$ cat src/rtl/alureg_pkg.sv
// Shared opcode, ALU-op and sequencer state encodings for the alureg command sequencer.
package alureg_pkg;

    localparam logic [1:0] OPC_NOP = 2'b00;
    localparam logic [1:0] OPC_LDI = 2'b01;
    localparam logic [1:0] OPC_ALU = 2'b10;
    localparam logic [1:0] OPC_RPT = 2'b11;

    localparam logic [1:0] ALU_ADD = 2'b00;
    localparam logic [1:0] ALU_SUB = 2'b01;
    localparam logic [1:0] ALU_AND = 2'b10;
    localparam logic [1:0] ALU_OR  = 2'b11;

    typedef enum logic [1:0] {
        StIdle = 2'b00,
        StExec = 2'b01,
        StLoop = 2'b10,
        StDone = 2'b11
    } state_e;

endpackage

$ cat src/rtl/alureg_seq.sv
// Command sequencer for the alureg register-file/ALU datapath: accepts one command at a time
// and drives the datapath controls combinationally from state plus the latched command.
module alureg_seq
    import alureg_pkg::*;
#(
    parameter int unsigned DW = 16,
    parameter int unsigned AW = 3,
    parameter int unsigned CW = 4
) (
    input  logic          clk,
    input  logic          reset,
    input  logic          cmd_valid,
    output logic          cmd_ready,
    input  logic [1:0]    cmd_opc,
    input  logic [1:0]    cmd_alu_op,
    input  logic [AW-1:0] cmd_rd,
    input  logic [AW-1:0] cmd_ra,
    input  logic [AW-1:0] cmd_rb,
    input  logic [DW-1:0] cmd_imm,
    input  logic [CW-1:0] cmd_cnt,
    input  logic          dp_cout,
    output logic [1:0]    dp_op,
    output logic [AW-1:0] dp_rd_addr_a,
    output logic [AW-1:0] dp_rd_addr_b,
    output logic [AW-1:0] dp_wr_addr,
    output logic          dp_wr,
    output logic          dp_sel,
    output logic [DW-1:0] dp_d_in,
    output logic          busy,
    output logic          done,
    output logic          done_cout
);

    state_e        state_q, state_d;
    logic [1:0]    opc_q, alu_op_q;
    logic [AW-1:0] rd_q, ra_q, rb_q;
    logic [DW-1:0] imm_q;
    logic [CW-1:0] rpt_cnt_q;
    logic [CW-1:0] loop_cnt_q, loop_cnt_d;
    logic          done_cout_q, done_cout_d;
    logic          wr_raw;
    logic          accept;

    assign accept = cmd_valid & cmd_ready;

    always_ff @(posedge clk) begin
        if (reset) begin
            state_q     <= StIdle;
            opc_q       <= '0;
            alu_op_q    <= '0;
            rd_q        <= '0;
            ra_q        <= '0;
            rb_q        <= '0;
            imm_q       <= '0;
            rpt_cnt_q   <= '0;
            loop_cnt_q  <= '0;
            done_cout_q <= 1'b0;
        end else begin
            state_q     <= state_d;
            loop_cnt_q  <= loop_cnt_d;
            done_cout_q <= done_cout_d;
            if (accept) begin
                opc_q     <= cmd_opc;
                alu_op_q  <= cmd_alu_op;
                rd_q      <= cmd_rd;
                ra_q      <= cmd_ra;
                rb_q      <= cmd_rb;
                imm_q     <= cmd_imm;
                rpt_cnt_q <= cmd_cnt;
            end
        end
    end

    always_comb begin
        state_d      = state_q;
        loop_cnt_d   = loop_cnt_q;
        done_cout_d  = done_cout_q;
        cmd_ready    = 1'b0;
        wr_raw       = 1'b0;
        dp_sel       = 1'b0;
        dp_op        = '0;
        dp_rd_addr_a = '0;
        dp_rd_addr_b = '0;
        dp_wr_addr   = '0;
        dp_d_in      = '0;
        unique case (state_q)
            StIdle: begin
                cmd_ready = 1'b1;
                if (cmd_valid) state_d = StExec;
            end
            StExec: begin
                state_d = StDone;
                unique case (opc_q)
                    OPC_NOP: ;
                    OPC_LDI: begin
                        wr_raw     = 1'b1;
                        dp_wr_addr = rd_q;
                        dp_d_in    = imm_q;
                    end
                    OPC_ALU: begin
                        wr_raw       = 1'b1;
                        dp_sel       = 1'b1;
                        dp_rd_addr_a = ra_q;
                        dp_rd_addr_b = rb_q;
                        dp_wr_addr   = rd_q;
                        dp_op        = alu_op_q;
                        done_cout_d  = dp_cout;
                    end
                    OPC_RPT: begin
                        loop_cnt_d = rpt_cnt_q;
                        if (rpt_cnt_q != '0) state_d = StLoop;
                    end
                endcase
            end
            StLoop: begin
                // Accumulate into rd: each iteration reads back the previous cycle's write.
                wr_raw       = 1'b1;
                dp_sel       = 1'b1;
                dp_rd_addr_a = rd_q;
                dp_rd_addr_b = rb_q;
                dp_wr_addr   = rd_q;
                dp_op        = alu_op_q;
                done_cout_d  = dp_cout;
                loop_cnt_d   = loop_cnt_q - CW'(1);
                if (loop_cnt_q == CW'(1)) state_d = StDone;
            end
            StDone: begin
                state_d = StIdle;
            end
            default: begin
                state_d = StIdle;
            end
        endcase
    end

    // A reset landing mid-command must not let the in-flight write reach the register file.
    assign dp_wr     = wr_raw & ~reset;
    assign busy      = (state_q != StIdle);
    assign done      = (state_q == StDone);
    assign done_cout = done_cout_q;

endmodule

$ cat config.mk
export PLATFORM = sky130hd
export DESIGN_NAME = alureg_seq
export DESIGN_NICKNAME = d
export VERILOG_FILES = /design/src/rtl/alureg_pkg.sv /design/src/rtl/alureg_seq.sv
export SDC_FILE = /design/constraint.sdc
export NUM_CORES = 1
export LEC_CHECK = 0
export CORE_MARGIN = 5
export CORE_UTILIZATION = 40
export CTS_CLUSTER_DIAMETER = 40
export DETAILED_ROUTE_END_ITERATION = 6
export MAX_ROUTING_LAYER = met4
export PLACE_DENSITY = 0.76
export SYNTH_ARGS = -nofsm -noshare
export SYNTH_HDL_FRONTEND = slang
export SYNTH_SLANG_ARGS = --single-unit
$ cat constraint.sdc
create_clock -name clk -period 1.5 [get_ports clk]
set_input_delay 0.3 -clock clk [delete_from_list [all_inputs] [get_ports clk]]
set_output_delay 0.3 -clock clk [all_outputs]
set_load 0.02 [all_outputs]
==> results.ini <==
[critical_path]
crit_slowest_cell=dfxtp_4
required_ps=1200
worstPathMaxFanout=4
critPathTopFamily=buffers and inverters
crit_type=reg2out
max_stage_delay_ps=390
startpoint_type=flop
crit_chain=inv_4 > ha_4 > buf_6 > o21ai_4 > buf_6 > nor2_4 > buf_6
cpMostUsedCell=buf_6
crit_path_end_kind=output pin
worstPathArrival_ps=1530
critical_path_buf_inv_count=4

[synth]
syn-num-nets=302
ys_ff_latch=40
ys_types=29
ys_seq_area_share_pct=41.3
syn_inst=254
synth_warnings=0
synth_area_um2=1940
synth_area_per_cell_um2=7.63

[timing]
rsz0062_at_grt=true
slew_headroom_pct=70.9
final.setup.worst_slack_ps=-328
worst_slew_pin_slew_ps=437
min_period_over_period_pct=122
finalCriticalPeriod_ps=1830
clock.fmax_mhz=547
skew_ps=14.0
setup_tns_ps=-9230
final-hold-violation-count=0
slew_violations=0
setup_viol=36

[grt]
grt_use_total_pct=20.5
grt_overflow=0
grt_first_pass_wirelength_um=9830
grt_max_degree=41
antenna_found_initial=0
grt_pass1_vias=2027

[route]
routed_wl_um=6630
avgViaCountPerCell=5.11
drt-pass1-iter-count=4
wl_per_cell_um=15.9
first_iter_violations=169
drc_errors=0
vias=2130
postRouteAntennaNets=0

[power]
leakage_nw=1.41
pwr_density_cell_nw_per_um2=1570
peakVddDrop_v=0.000763

[flow_run]
drv_cap=0

[placed_design]
routabilityCongestion=0.776
place_hpwl_um=3930
dp.cells=396
post_dp_cell_area_um2=2960
port_buffers=69

[clock_tree]
cts_root_buf=clkbuf_8
cts_sinks=40
clk_latency_ps=300
numCtsBuffers=5
clockBufferDepth=2
htree_levels=2
clk_pin_slew_worst_paths_ps=90
cts_tree=built
cts_hold_buf=0

[floorplanning]
die_w_um=79.6
core_um2=4720
io_pins=70
die_h_um=79.6
rows=25
start_util_pct=41.0
dieArea_um2=6340

[status]
status=complete, but fails checks
violations=negative setup slack

[final_layout]
synthToLayoutAreaGrowth_pct=81.9
stdcell_area_um2=3520
final_cells=417
fillers=307
nNetsFinal=397
antenna_cells=0
drive_above_1_share_pct=37.4

[worst_hold_path]
hold_class=reg2reg

-- synthesized netlist by cell type --
| cell type | instances | area share, % |
|---|---|---|
| dfxtp_1 | 40 | 41 |
| o21ai_0 | 5 | 1.3 |
| nand2b_1 | 2 | 0.65 |
| a2bb2oi_2 | 1 | 0.77 |
| a211oi_1 | 1 | 0.39 |
| or3_1 | 1 | 0.32 |
| mux2i_1 | 2 | 1.0 |
| a21oi_2 | 1 | 0.45 |
| nor2_1 | 9 | 1.7 |
| ha_1 | 11 | 7.1 |
| a32oi_1 | 3 | 1.4 |
| buf_2 | 5 | 1.3 |
| inv_1 | 11 | 2.1 |
| and3_1 | 16 | 5.2 |
| a211o_1 | 1 | 0.45 |
| nand3b_1 | 1 | 0.39 |
| o41ai_1 | 1 | 0.45 |
| nand2_1 | 69 | 13 |
| nor3_1 | 2 | 0.52 |
| a21oi_1 | 41 | 11 |
| or3b_1 | 1 | 0.45 |
| nor2b_4 | 1 | 0.71 |
| buf_1 | 2 | 0.39 |
| o22ai_1 | 1 | 0.32 |
| clkbuf_1 | 9 | 1.7 |
| and2_1 | 6 | 1.9 |
| buf_4 | 1 | 0.39 |
| nor2b_1 | 9 | 2.9 |
| a21o_1 | 1 | 0.39 |
-- kinds of logic (layout without fill, tap and decap cells) --
kind of cell               count (synthesis)  count (layout)  share of synthesized area (%)
muxes                                      2               2                           1.03
DFF                                       40              40                           41.3
AOI/OAI and AO/OA                         56              56                           16.5
and+or+nand+nor                          117             117                           28.1
adders and majority gates                 11              11                           7.10
buffers and inverters                     28             124                           5.94
-- per-stage QoR --
stage / utilization, % / worst slack, ps / hold slack (ps) / total power [mW]
detailed placement: 62.6 / -575 / 442 / 3.65
floorplan: - / 22.7 / 432 / 2.80
global placement: 62.6 / -557 / 439 / 3.60
global route: 74.6 / -376 / 479 / 5.80
CTS: 70.8 / -314 / 453 / 5.12
finish: 74.6 / -328 / 461 / 5.53
-- cells in the final DEF (no fill, tap or decap), types with 3 or more instances in the layout --
cell,count
buf_6,39
and3_4,15
a21oi_4,3
o21ai_1,4
nor2_1,5
ha_4,6
clkbuf_8,5
nand2_1,68
ha_1,5
dfxtp_1,36
and2_4,5
nor2b_2,3
a21oi_1,37
nor2_4,4
inv_1,8
buf_12,5
clkdlybuf4s50_1,36
a32oi_2,3
buf_4,20
nor2b_1,3
dfxtp_4,3
nor2b_4,4
-- timing repair --
action / CTS / global route
pin swaps: 12 / 19
buffers inserted: 7 / 7
setup endpoints to repair: 39 / 38
gates cloned: 0 / 1
gates resized for setup: 220 / 37
-- final timing paths --
kind               from       endpoint  slack (ps)  cells past startpoint
max          state_q[0]          dp_wr        -330                      7
min           imm_q[14]      imm_q[14]         460                      2
max reg2reg  state_q[1]  loop_cnt_q[0]        -230                      8
min reg2reg   imm_q[14]      imm_q[14]         460                      2
-- where the power goes --
| part | switching, mW | leakage, nW | total, mW | internal (mW) |
|---|---|---|---|---|
| combinational | 1.47 | 1.01 | 3.02 | 1.54 |
| clock | 0.381 | 0.0654 | 1.05 | 0.665 |
| sequential | 0.173 | 0.330 | 1.46 | 1.29 |
-- area by class of cell --
cell class / count / area, um2 / share of cell area (%)
multi-input combinational: 186 / 1340 / 37.9
clock buffer: 6 / 72.6 / 2.06
tap: 67 / 83.8 / 2.38
sequential: 40 / 813 / 23.1
inverter: 11 / 51.3 / 1.46
timing repair buffer: 105 / 1110 / 31.5
clock inverter: 2 / 60.1 / 1.70
-- sequential cells by signal, summed over array words and instances (netlist names) --
register    cells
imm_q          16
loop_cnt_q      4
rpt_cnt_q       4
ra_q            3
rb_q            3
rd_q            3
alu_op_q        2
opc_q           2
state_q         2
done_cout       1
-- worst register-to-register path, stage by stage (launching register included) --
cell and delay, ps:
dfxtp_4 380, buf_6 110, ha_4 190, buf_4 130, buf_6 100, nor2b_4 190
a21oi_4 70, or3_4 400, a21oi_2 120
-- routing by layer --
| metal | vias to the layer above | GRT usage, % | share of wire, % | wire, um |
|---|---|---|---|---|
| li1 | 1027 | - | - | - |
| met1 | 1014 | 22.9 | 39 | 2610 |
| met2 | 77 | 36.3 | 53 | 3490 |
| met3 | 12 | 4.51 | 5.9 | 391 |
| met4 | 0 | 6.53 | 2.1 | 137 |
| met5 | - | - | 0 | 0 |
(Power assumes the default switching activity.)
